`config.mk`:
```
export PLATFORM = sky130hd
export DESIGN_NAME = eth_frame_tx_flat
export DESIGN_NICKNAME = d
export VERILOG_FILES = /design/src/rtl/eth_frame_tx_if.sv /design/src/rtl/eth_frame_tx.sv /design/src/flat_wrapper.sv
export SDC_FILE = /design/constraint.sdc
export NUM_CORES = 1
export LEC_CHECK = 0
export CORE_MARGIN = 8
export CORE_UTILIZATION = 40
export CTS_BUF_LIST = sky130_fd_sc_hd__clkbuf_2
export CTS_CLUSTER_SIZE = 24
export DETAILED_ROUTE_END_ITERATION = 6
export DONT_BUFFER_PORTS = 1
export PLACE_DENSITY = 0.55
export RECOVER_POWER = 25
export SYNTH_ARGS = -nofsm -noshare
export SYNTH_HDL_FRONTEND = slang
export SYNTH_SLANG_ARGS = --single-unit
```
`constraint.sdc`:
```
create_clock -name eth_clk -period 5.7 [get_ports eth_clk]
set_input_delay 0.57 -clock eth_clk [delete_from_list [all_inputs] [get_ports eth_clk]]
set_output_delay 0.57 -clock eth_clk [all_outputs]
set_load 0.005 [all_outputs]
```
`src/rtl/eth_frame_tx_if.sv`:
```
// Packer-side request/status and RMII transmit pins of eth_frame_tx.
// Latency/backpressure: first dibit one cycle after start; no backpressure, start ignored while busy.
interface eth_frame_tx_if #(
    parameter int PAYLOAD_BYTES = 6
);
    logic                       start;
    logic [8*PAYLOAD_BYTES-1:0] payload;
    logic                       busy;
    logic                       done;
    logic [15:0]                frame_count;
    logic [1:0]                 eth_txd;
    logic                       eth_txen;

    modport master (
        output start, payload,
        input  busy, done, frame_count, eth_txd, eth_txen
    );

    modport slave (
        input  start, payload,
        output busy, done, frame_count, eth_txd, eth_txen
    );
endinterface

```
`src/rtl/eth_frame_tx.sv`:
```
// RMII Ethernet II frame transmitter: preamble, SFD, header, payload, pad, CRC-32 FCS, IFG.
// Latency: first preamble dibit one cycle after start; no backpressure, start ignored while busy.
module eth_frame_tx #(
    parameter int          PAYLOAD_BYTES = 6,
    parameter logic [47:0] DEST_MAC      = 48'hFF_FF_FF_FF_FF_FF,
    parameter logic [47:0] SRC_MAC       = 48'hAB_CD_EF_AB_CD_EF,
    parameter logic [15:0] ETHERTYPE     = 16'h88B5,
    parameter int          IFG_BYTES     = 12
) (
    input  logic          eth_clk,
    input  logic          eth_rstn,
    eth_frame_tx_if.slave tx
);

    localparam int           PAD_BYTES = (PAYLOAD_BYTES < 46) ? (46 - PAYLOAD_BYTES) : 0;
    localparam logic [111:0] HDR       = {DEST_MAC, SRC_MAC, ETHERTYPE};

    typedef logic [10:0] idx_t;

    typedef enum logic [2:0] {
        S_IDLE,
        S_PREAMBLE,
        S_SFD,
        S_HEADER,
        S_PAYLOAD,
        S_PAD,
        S_FCS,
        S_IFG
    } state_t;

    function automatic idx_t last_byte(input state_t s);
        idx_t r;
        r = '0;
        case (s)
            S_PREAMBLE: r = idx_t'(6);
            S_SFD:      r = idx_t'(0);
            S_HEADER:   r = idx_t'(13);
            S_PAYLOAD:  r = idx_t'(PAYLOAD_BYTES - 1);
            S_PAD:      r = (PAD_BYTES > 0) ? idx_t'(PAD_BYTES - 1) : idx_t'(0);
            S_FCS:      r = idx_t'(3);
            S_IFG:      r = idx_t'(IFG_BYTES - 1);
            default:    r = '0;
        endcase
        return r;
    endfunction

    function automatic state_t next_of(input state_t s);
        state_t r;
        r = S_IDLE;
        case (s)
            S_PREAMBLE: r = S_SFD;
            S_SFD:      r = S_HEADER;
            S_HEADER:   r = S_PAYLOAD;
            S_PAYLOAD:  r = (PAD_BYTES > 0) ? S_PAD : S_FCS;
            S_PAD:      r = S_FCS;
            S_FCS:      r = S_IFG;
            default:    r = S_IDLE;
        endcase
        return r;
    endfunction

    // Reflected CRC-32, one dibit, bit 0 first (matches wire order).
    function automatic logic [31:0] crc_dibit(input logic [31:0] c, input logic [1:0] d);
        logic [31:0] r;
        r = c;
        for (int i = 0; i < 2; i++) begin
            if (r[0] ^ d[i]) r = (r >> 1) ^ 32'hEDB88320;
            else             r = r >> 1;
        end
        return r;
    endfunction

    state_t                     state_q, state_d;
    logic [1:0]                 dib_q, dib_d;
    idx_t                       byte_q, byte_d;
    logic [8*PAYLOAD_BYTES-1:0] pay_q, pay_d;
    logic [31:0]                crc_q, crc_d;
    logic [1:0]                 txd_q, txd_d;
    logic                       txen_q, txen_d;
    logic                       busy_q, busy_d;
    logic                       done_q, done_d;
    logic [15:0]                cnt_q, cnt_d;

    logic [7:0]                 cur_byte;
    logic [7:0]                 cur_sh;
    logic [111:0]               hdr_sh;
    logic [8*PAYLOAD_BYTES-1:0] pay_sh;
    logic [31:0]                fcs_sh;

    // Outputs are registered, so they are computed from the position the
    // counters move to this cycle (state_d/byte_d/dib_d).
    always_comb begin
        state_d  = state_q;
        dib_d    = dib_q;
        byte_d   = byte_q;
        pay_d    = pay_q;
        crc_d    = crc_q;
        cur_byte = 8'h00;
        cur_sh   = 8'h00;
        hdr_sh   = '0;
        pay_sh   = '0;
        fcs_sh   = '0;
        txd_d    = 2'b00;
        txen_d   = 1'b0;
        done_d   = 1'b0;

        if (state_q == S_IDLE) begin
            if (tx.start) begin
                state_d = S_PREAMBLE;
                dib_d   = 2'd0;
                byte_d  = '0;
                pay_d   = tx.payload;
                crc_d   = 32'hFFFF_FFFF;
            end
        end else if (dib_q == 2'd3) begin
            dib_d = 2'd0;
            if (byte_q == last_byte(state_q)) begin
                state_d = next_of(state_q);
                byte_d  = '0;
            end else begin
                byte_d = byte_q + 1'b1;
            end
        end else begin
            dib_d = dib_q + 2'd1;
        end

        case (state_d)
            S_PREAMBLE: cur_byte = 8'h55;
            S_SFD:      cur_byte = 8'hD5;
            S_HEADER: begin
                hdr_sh   = HDR >> (8 * (13 - int'(byte_d)));
                cur_byte = hdr_sh[7:0];
            end
            S_PAYLOAD: begin
                pay_sh   = pay_q >> (8 * (PAYLOAD_BYTES - 1 - int'(byte_d)));
                cur_byte = pay_sh[7:0];
            end
            S_FCS: begin
                fcs_sh   = (~crc_q) >> (8 * int'(byte_d[1:0]));
                cur_byte = fcs_sh[7:0];
            end
            default:    cur_byte = 8'h00;
        endcase

        txen_d = (state_d != S_IDLE) && (state_d != S_IFG);
        cur_sh = cur_byte >> (2 * int'(dib_d));
        txd_d  = txen_d ? cur_sh[1:0] : 2'b00;

        // crc_q always includes every covered dibit already loaded into txd_q.
        if (state_d inside {S_HEADER, S_PAYLOAD, S_PAD}) begin
            crc_d = crc_dibit(crc_q, txd_d);
        end

        busy_d = (state_d != S_IDLE);
        done_d = (state_d == S_IFG) && (dib_d == 2'd3) && (byte_d == last_byte(S_IFG));
        cnt_d  = cnt_q + {15'd0, done_d};
    end

    always_ff @(posedge eth_clk or negedge eth_rstn) begin
        if (!eth_rstn) begin
            state_q <= S_IDLE;
            dib_q   <= 2'd0;
            byte_q  <= '0;
            pay_q   <= '0;
            crc_q   <= 32'hFFFF_FFFF;
            txd_q   <= 2'b00;
            txen_q  <= 1'b0;
            busy_q  <= 1'b0;
            done_q  <= 1'b0;
            cnt_q   <= 16'd0;
        end else begin
            state_q <= state_d;
            dib_q   <= dib_d;
            byte_q  <= byte_d;
            pay_q   <= pay_d;
            crc_q   <= crc_d;
            txd_q   <= txd_d;
            txen_q  <= txen_d;
            busy_q  <= busy_d;
            done_q  <= done_d;
            cnt_q   <= cnt_d;
        end
    end

    assign tx.eth_txd     = txd_q;
    assign tx.eth_txen    = txen_q;
    assign tx.busy        = busy_q;
    assign tx.done        = done_q;
    assign tx.frame_count = cnt_q;

endmodule

```
`src/flat_wrapper.sv`:
```
// flat-port wrapper written by rule: the top's interface ports become plain ports
module eth_frame_tx_flat 
#(
    parameter int          PAYLOAD_BYTES = 6,
    parameter logic [47:0] DEST_MAC      = 48'hFF_FF_FF_FF_FF_FF,
    parameter logic [47:0] SRC_MAC       = 48'hAB_CD_EF_AB_CD_EF,
    parameter logic [15:0] ETHERTYPE     = 16'h88B5,
    parameter int          IFG_BYTES     = 12
)
  (eth_clk, eth_rstn, tx_start, tx_payload, tx_busy, tx_done, tx_frame_count, tx_eth_txd, tx_eth_txen);
  eth_frame_tx_if #(.PAYLOAD_BYTES(PAYLOAD_BYTES)) tx_i ();
  input  logic eth_clk;
  input  logic eth_rstn;
  input wire logic [$bits(tx_i.start)-1:0] tx_start;
  input wire logic [$bits(tx_i.payload)-1:0] tx_payload;
  output wire logic [$bits(tx_i.busy)-1:0] tx_busy;
  output wire logic [$bits(tx_i.done)-1:0] tx_done;
  output wire logic [$bits(tx_i.frame_count)-1:0] tx_frame_count;
  output wire logic [$bits(tx_i.eth_txd)-1:0] tx_eth_txd;
  output wire logic [$bits(tx_i.eth_txen)-1:0] tx_eth_txen;
  assign tx_i.start = tx_start;
  assign tx_i.payload = tx_payload;
  assign tx_busy = tx_i.busy;
  assign tx_done = tx_i.done;
  assign tx_frame_count = tx_i.frame_count;
  assign tx_eth_txd = tx_i.eth_txd;
  assign tx_eth_txen = tx_i.eth_txen;
  eth_frame_tx #(.PAYLOAD_BYTES(PAYLOAD_BYTES), .DEST_MAC(DEST_MAC), .SRC_MAC(SRC_MAC), .ETHERTYPE(ETHERTYPE), .IFG_BYTES(IFG_BYTES)) u_core (.eth_clk(eth_clk), .eth_rstn(eth_rstn), .tx(tx_i));
endmodule
```
* After elaboration in Yosys (flattened, before gate mapping) *
Index checks and enable logic that the tools add are counted.

operators by class
  add/subtract/negate cells = 5
  equality and inequality tests = 19
  shifts and indexed selects = 4
  muxes and demuxes = 23
  bitwise gates (word level) = 5
  reduce and logical (&&, ||, !) cells = 10

operators with widths
  operator                                              number
  two-way mux 32 bit                                    6
  right shift 112 x 32 -> 8 bit (first input constant)  1
  two-way mux 11 bit                                    6
  right shift 48 x 32 -> 8 bit                          1
  case mux 8 bit (5 select lines)                       1
  case mux 6 bit (6 select lines)                       1
  inverter 32 bit                                       1
  right shift 32 x 5 -> 8 bit                           1
  inverter 13 -> 14 bit                                 2
  == test 3 bit (second input constant)                 8
  case mux 3 bit (6 select lines)                       1
  adder 16 x 1 -> 16 bit                                1
  == test 3 x 2 -> 1 bit (second input constant)        4
  two-way mux 3 bit                                     4
  subtractor 3 x 11 -> 12 bit (first input constant)    1
  subtractor 4 x 11 -> 12 bit (first input constant)    1
  adder 11 x 1 -> 11 bit (second input constant)        1
  == test 11 bit                                        1
  == test 11 x 4 -> 1 bit (second input constant)       1
  two-way mux 2 bit                                     4
  right shift 8 x 3 -> 2 bit                            1
  == test 3 x 1 -> 1 bit (second input constant)        2
  nonzero test 3 bit                                    2
  == test 2 bit (second input constant)                 2
  other kinds (7)                                       12

word-level totals
  register bits after elaboration = 117
  output and inout bits = 21

* Longest topological paths before layout *
  depth after elaboration = 19
  mapped depth = 23
  gate-level depth less buffers = 20

* Worst setup path before layout *
No wires, ideal clock.

  path kind = register -> register
  from = reg u_core.state_q[0]
  to = reg u_core.crc_q[29]
  setup time = 72 ps
  arrival = 5,166 ps
  setup slack = 462 ps
  cell stages (with the launch flop) = 23
  cells stage by stage = dfrtp_1 inv_1 ha_1 buf_6 o31a_1 or3_4 a2111o_1 o21ai_0 a21oi_1 o21ai_0 o31ai_1 ha_1 clkbuf_1 clkbuf_1 a211oi_1 a21oi_1 nor2_1 o31a_1 a221oi_2 xnor2_1 buf_4 xnor3_1 o21ai_1

on the way
  cells in the longest elaborated chain, start to end = 19
  elaborated cells on any way between the ends = 49
  classes of those cells = 2 x add/sub; 15 x eq/ne; 4 x shift; 18 x mux; 3 x bitwise; 7 x reduce/logical

ends and longest elaborated chain
  element                                      RTL line             text
  from (decl)                                  eth_frame_tx.sv:73   state_t state_q, state_d;
  from (signal assigned)                       eth_frame_tx.sv:172  state_q <= state_d;
  == test 3 bit, or another cell as far along  eth_frame_tx.sv:34   case (s)
  case mux 6 bit (6 select lines)              eth_frame_tx.sv:34
  two-way mux 11 bit                           eth_frame_tx.sv:115  end else if (dib_q == 2'd3) begin
  two-way mux 11 bit                           eth_frame_tx.sv:107  if (state_q == S_IDLE) begin
  == test 11 bit                               eth_frame_tx.sv:117  if (byte_q == last_byte(state_q)) begin
  two-way mux 11 bit                           eth_frame_tx.sv:117
  two-way mux 11 bit                           eth_frame_tx.sv:115
  two-way mux 11 bit (*)                       eth_frame_tx.sv:107
  via u_core.byte_d[2]                         eth_frame_tx.sv:75   idx_t byte_q, byte_d;
  [4 not listed]                               -
  two-way mux 2 bit (*)                        eth_frame_tx.sv:147  txd_d = txen_d ? cur_sh[1:0] : 2'b00;
  via u_core.txd_d[0]                          eth_frame_tx.sv:78   logic [1:0] txd_q, txd_d;
  bitwise XOR 1 bit (*)                        eth_frame_tx.sv:67   if (r[0] ^ d[i]) r = (r >> 1) ^ 32'hEDB88320;
  two-way mux 32 bit (*)                       eth_frame_tx.sv:67
  two-way mux 32 bit (*)                       eth_frame_tx.sv:150  if (state_d inside {S_HEADER, S_PAYLOAD, S_PAD}) begin
  inverter 13 -> 14 bit (no source line)       -
  two-way mux 32 bit (*)                       eth_frame_tx.sv:67
  two-way mux 32 bit (*)                       eth_frame_tx.sv:150
  to (signal assigned)                         eth_frame_tx.sv:176  crc_q <= crc_d;
  to (decl)                                    eth_frame_tx.sv:77   logic [31:0] crc_q, crc_d;

The timed path passes the listed nets; every way through them passes the cells marked *. The select of a mux whose other input is x is not followed.
A chain may end at the register's enable or synchronous reset.

* Worst setup path in the final report *
  from = reg u_core.state_q[1]
  to = reg u_core.crc_q[29]

on the way
  elaborated cells on any way between the ends = 49
  classes of those cells = 2 x add/sub; 15 x eq/ne; 4 x shift; 18 x mux; 3 x bitwise; 7 x reduce/logical

RTL lines
  element                                                                        RTL line                                  text
  == test 3 bit, or another cell as far along                                    eth_frame_tx.sv:34
  case mux 6 bit (6 select lines)                                                eth_frame_tx.sv:34
  two-way mux 11 bit                                                             eth_frame_tx.sv:115
  two-way mux 11 bit                                                             eth_frame_tx.sv:107
  == test 11 bit                                                                 eth_frame_tx.sv:117
  two-way mux 11 bit                                                             eth_frame_tx.sv:117
  two-way mux 11 bit                                                             eth_frame_tx.sv:115
  two-way mux 11 bit (*)                                                         eth_frame_tx.sv:107
  via u_core.byte_d[2]                                                           eth_frame_tx.sv:75
  [1 not listed]                                                                 -
  right shift 112 x 32 -> 8 bit or right shift 48 x 32 -> 8 bit (tied branches)  eth_frame_tx.sv:131, eth_frame_tx.sv:135
  case mux 8 bit (5 select lines) (*)                                            eth_frame_tx.sv:127                       case (state_d)
  right shift 8 x 3 -> 2 bit (*)                                                 eth_frame_tx.sv:146                       cur_sh = cur_byte >> (2 * int'(dib_d));
  two-way mux 2 bit (*)                                                          eth_frame_tx.sv:147
  via u_core.txd_d[1]                                                            eth_frame_tx.sv:78
  bitwise XOR 1 bit (*)                                                          eth_frame_tx.sv:67
  two-way mux 32 bit (*)                                                         eth_frame_tx.sv:67
  two-way mux 32 bit (*)                                                         eth_frame_tx.sv:150

Marked as above.

==> summary.md <==
| Metric | Value |
|---|---|
| Status | finished, violations left |
| Failing checks | capacitance limit, slew limit |
| Adder-cell share of the synthesized area | 1.86% |
| Total core area | 16500 um2 |
| Routed Antenna Nets | 0 |
| Startpoint types | flip-flop |
| Die W | 146 um |
| Largest net degree at the start of global routing | 118 |
| Fin area | 7830 um2 |
| PortBufs | 0 |
| GR Overflow Total | 0 |
| Maxcap violations | 1 |
| Mapped Cells | 756 |
| Yosys reg bits | 117 |
| Ranking of synthesized cells by area | dfrtp_1 32%, dfstp_2 12%, nand2_1 10% |
| Routability-driven placement congestion ratio | 0.883 |
| Chip height | 146 um |
| Synth warn | 0 |
| DRC Markers | 0 |
| Hold Crit Class | in2reg |
| Post-synth EDFFs | 0 |
| Cell variety after synth | 79 |
| Placed insts | 950 |
| Static leakage | 3.42 nW |
| Finished Core Util | 47.4% |
| Final setup viols | 0 |
| Place WS | 0.0806 ns |
| Effective utilization at floorplan | 40.7% |
| NumNets Final | 870 |
| Most common cell in the synthesized netlist | nand2_1 |
| Commonest cells in the netlist | 187 x nand2_1, 85 x dfrtp_1, 54 x nor2_1, 42 x o21ai_0, 34 x clkbuf_1 |
| Drt initial violations | 455 |
| TritonCTS Buffers | 17 |
| CP Class | reg2reg |
| Worst slew margin | -94.1% |
| Routed WL | 19600 um |
| Via density | 5.63 |
| Htree depth | 4 |
| CP max stage cell | a2111o_1 |
| Layout cells sized above 1 | 14.8% |
| Dpl cell area | 6950 um2 |
| Post-synthesis sequential area ratio | 44.1% |
| Post-synthesis mux area share | 2.90% |
| Critical Path AT | 5.92 ns |
| Overall routing resource usage | 18.3% |
| Worst-path clk slew | 0.18 ns |
| Cell Rows | 47 |
| Initial antenna violation count | 1 |
| PwrDens | 191 nW/um2 |
| Synth Cell Area | 6730 um2 |
| Mapped Nets | 817 |
| Routed vias | 5876 |
| CP Buf/Inv Count | 2 |
| Slew Limit Fails | 118 |
| Setup TNS | 0 ns |
| CTS root buf | clkbuf_2 |
| Worst-Margin Slew | 2.91 ns |
| I/O pin total | 72 |
| Drt pass-1 iters | 5 |
| Fin cells | 1043 |
| Min Tclk post-route | 5.31 ns |
| FF-to-FF setup slack | 0.39 ns |
| Leading area contributor after synthesis | dfrtp_1 |
| WHS Path Cells | 4 |
| Hold Crit Start | tx_start |
| Avg Cell Area, Syn | 8.90 um2 |
| VDD IR max | 0.000129 V |
| Worst Setup End Kind | flip-flop |
| Worst path top cell family by delay | compound AO/OA/AOI/OAI gates |
| Crit path max fanout | 8 |
| FFs w/ async S/R, synth | 100% |
| Average wire per standard cell | 18.8 um |
| Reg2Reg Capture Point | u_core.crc_q[29] |
| Final WS setup | 0.385 ns |
| Hold Path End | u_core.byte_q[6] |
| Worst-path cell chain | inv_1 > ha_1 > o31a_1 > or3_4 > a2111o_1 > o21ai_1 > a21oi_1 > o21ai_0 > o31ai_1 > ha_1 > nor4_2 > o211ai_1 > nor4_1 > o2111ai_2 > nor2_2 > o41ai_2 > a221oi_4 > buf_12 > xnor2_4 > xnor3_1 > o21ai_1 |
| CP max stage delay | 0.49 ns |
| CTS tree | built |
| Worst-case clock skew | 0.0231 ns |
| Highest Clock Rate | 188 MHz |
| Post-synthesis simple-gate area fraction | 22.7% |
| Worst Reg-to-Reg Cells | 21 |
| Die Footprint | 21200 um2 |
| Clk Latency, worst-skew pair | 0.69 ns |
| Worst r2r src | u_core.state_q[1] |
| Post-Synth XOR/XNOR Area | 6.97% |
| Largest family of logic cells by synthesized area | simple AND/OR/NAND/NOR gates |
| Bufs on Longest Clock Path | 2 |
| Synth Area in Compound Gates | 17.8% |
| Vias in the first global route | 5768 |
| Clk sink count | 117 |
| Dpl hpwl | 13400 um |
| Area added between synthesis and finish | 16.4% |
| First-pass GRT wire length | 31300 um |
| Synth top area share | 31.6% |
| Fin. Hold Viols | 0 |
| Part of the cycle the worst path needs | 93.2% |
| Most used DFF post-synth | dfrtp_1 |
| CP Data Required Time | 6.31 ns |
## how the worst max path moves through the flow
stage / from / endpoint / slack (ns) / depth (start not counted)
finish: u_core.state_q[1] / u_core.crc_q[29] / 0.39 / 21
CTS: u_core.state_q[0] / u_core.crc_q[29] / 0.02 / 20
floorplan: u_core.state_q[0] / u_core.crc_q[29] / 0.46 / 22
global placement: u_core.state_q[0] / u_core.crc_q[20] / 0.30 / 20
global route: u_core.state_q[1] / u_core.crc_q[23] / -0.04 / 21
detailed placement: u_core.state_q[0] / u_core.crc_q[29] / 0.08 / 20
## final cells by class
type	count	area (um2)
clock inverters	14	183
inverters	12	48.8
flip-flops and latches	117	2970
well taps	220	275
repair buffers	78	718
multi-input cells	583	3540
diodes	1	2.50
fillers	1610	8690
clock buffers	18	90.1
## cell families (layout without fill, tap and decap cells)
family,Yosys count,after routing
AOI/OAI and AO/OA,170,170
and+or+nand+nor,341,341
buffers and inverters,57,122
adders and majority gates,10,10
xor gates and xnor gates,42,43
muxes,19,19
other,0,1
DFF,117,117
## routing by layer
| metal | vias up | GRT usage [%] | wire, um |
|---|---|---|---|
| met5 | - | 0 | 0 |
| met4 | 0 | 5.83 | 293 |
| met3 | 25 | 4.32 | 1140 |
| met2 | 193 | 29.9 | 9690 |
| met1 | 2888 | 23.4 | 8520 |
| li1 | 2770 | - | - |
## metrics by stage
stage,hold WS (ns),total power (W)
final,0.317,0.00149
after global routing,0.268,0.00155
after CTS,0.236,0.00152
after detailed placement,0.280,0.000846
after global placement,0.279,0.000846
after floorplan,0.274,0.000847
## flip-flops by register name (all words and copies together) (netlist names)
| register | count |
|---|---|
| u_core.pay_q | 48 |
| u_core.crc_q | 32 |
| u_core.tx.frame_count | 16 |
| u_core.byte_q | 11 |
| u_core.state_q | 3 |
| u_core.dib_q | 2 |
| u_core.tx.eth_txd | 2 |
| u_core.tx.busy | 1 |
| u_core.tx.done | 1 |
| u_core.tx.eth_txen | 1 |
## power breakdown
part | switching (W) | internal (W) | total [W] | leakage [nW]
sequential | 0 | 0.000832 | 0.000832 | 1.46
combinational | 0.0000212 | 0.0000228 | 0.0000440 | 1.81
clock | 0.000328 | 0.000287 | 0.000616 | 0.157
## timing repair
action / 4_1_cts / 5_1_grt
resized for setup: 0 / 6
hold buffers: 50 / 0
endpoints found under the hold margin: 165 / 0
setup endpoints to repair: 0 / 21
setup buffers: 0 / 9
## placed cells by master (no fill, tap or decap), types with 4 or more instances in the layout
cell / Yosys / final
mux2_2: 4 / 4
o2111ai_1: 4 / 4
a21o_1: 5 / 5
clkbuf_2: 0 / 19
a31oi_1: 5 / 5
o21ai_1: 19 / 20
xnor3_1: 6 / 6
nand3b_1: 4 / 4
nand3_1: 22 / 22
a22oi_1: 4 / 4
nor3_1: 17 / 17
nor4_1: 10 / 9
xnor2_1: 15 / 15
and3_1: 12 / 12
inv_1: 8 / 8
dfstp_2: 32 / 32
ha_1: 10 / 10
or3_1: 4 / 4
clkinv_1: 1 / 4
bufinv_16: 0 / 4
a21oi_1: 33 / 33
nand4_1: 5 / 5
dlygate4sd3_1: 0 / 49
o22ai_1: 6 / 6
mux2i_1: 15 / 15
a211oi_1: 6 / 6
buf_4: 2 / 27
o21ai_0: 42 / 41
xor2_1: 20 / 20
nand2_1: 187 / 187
dfrtp_1: 85 / 83
nor2b_1: 5 / 5
nor2_1: 54 / 52
## worst min-delay path: stages
cell     delay [ns]
nor3b_1        0.03
buf_4          0.16
o21ai_0        0.16
o41ai_1        0.07
No activity file was read; power rests on OpenSTA's default activity.
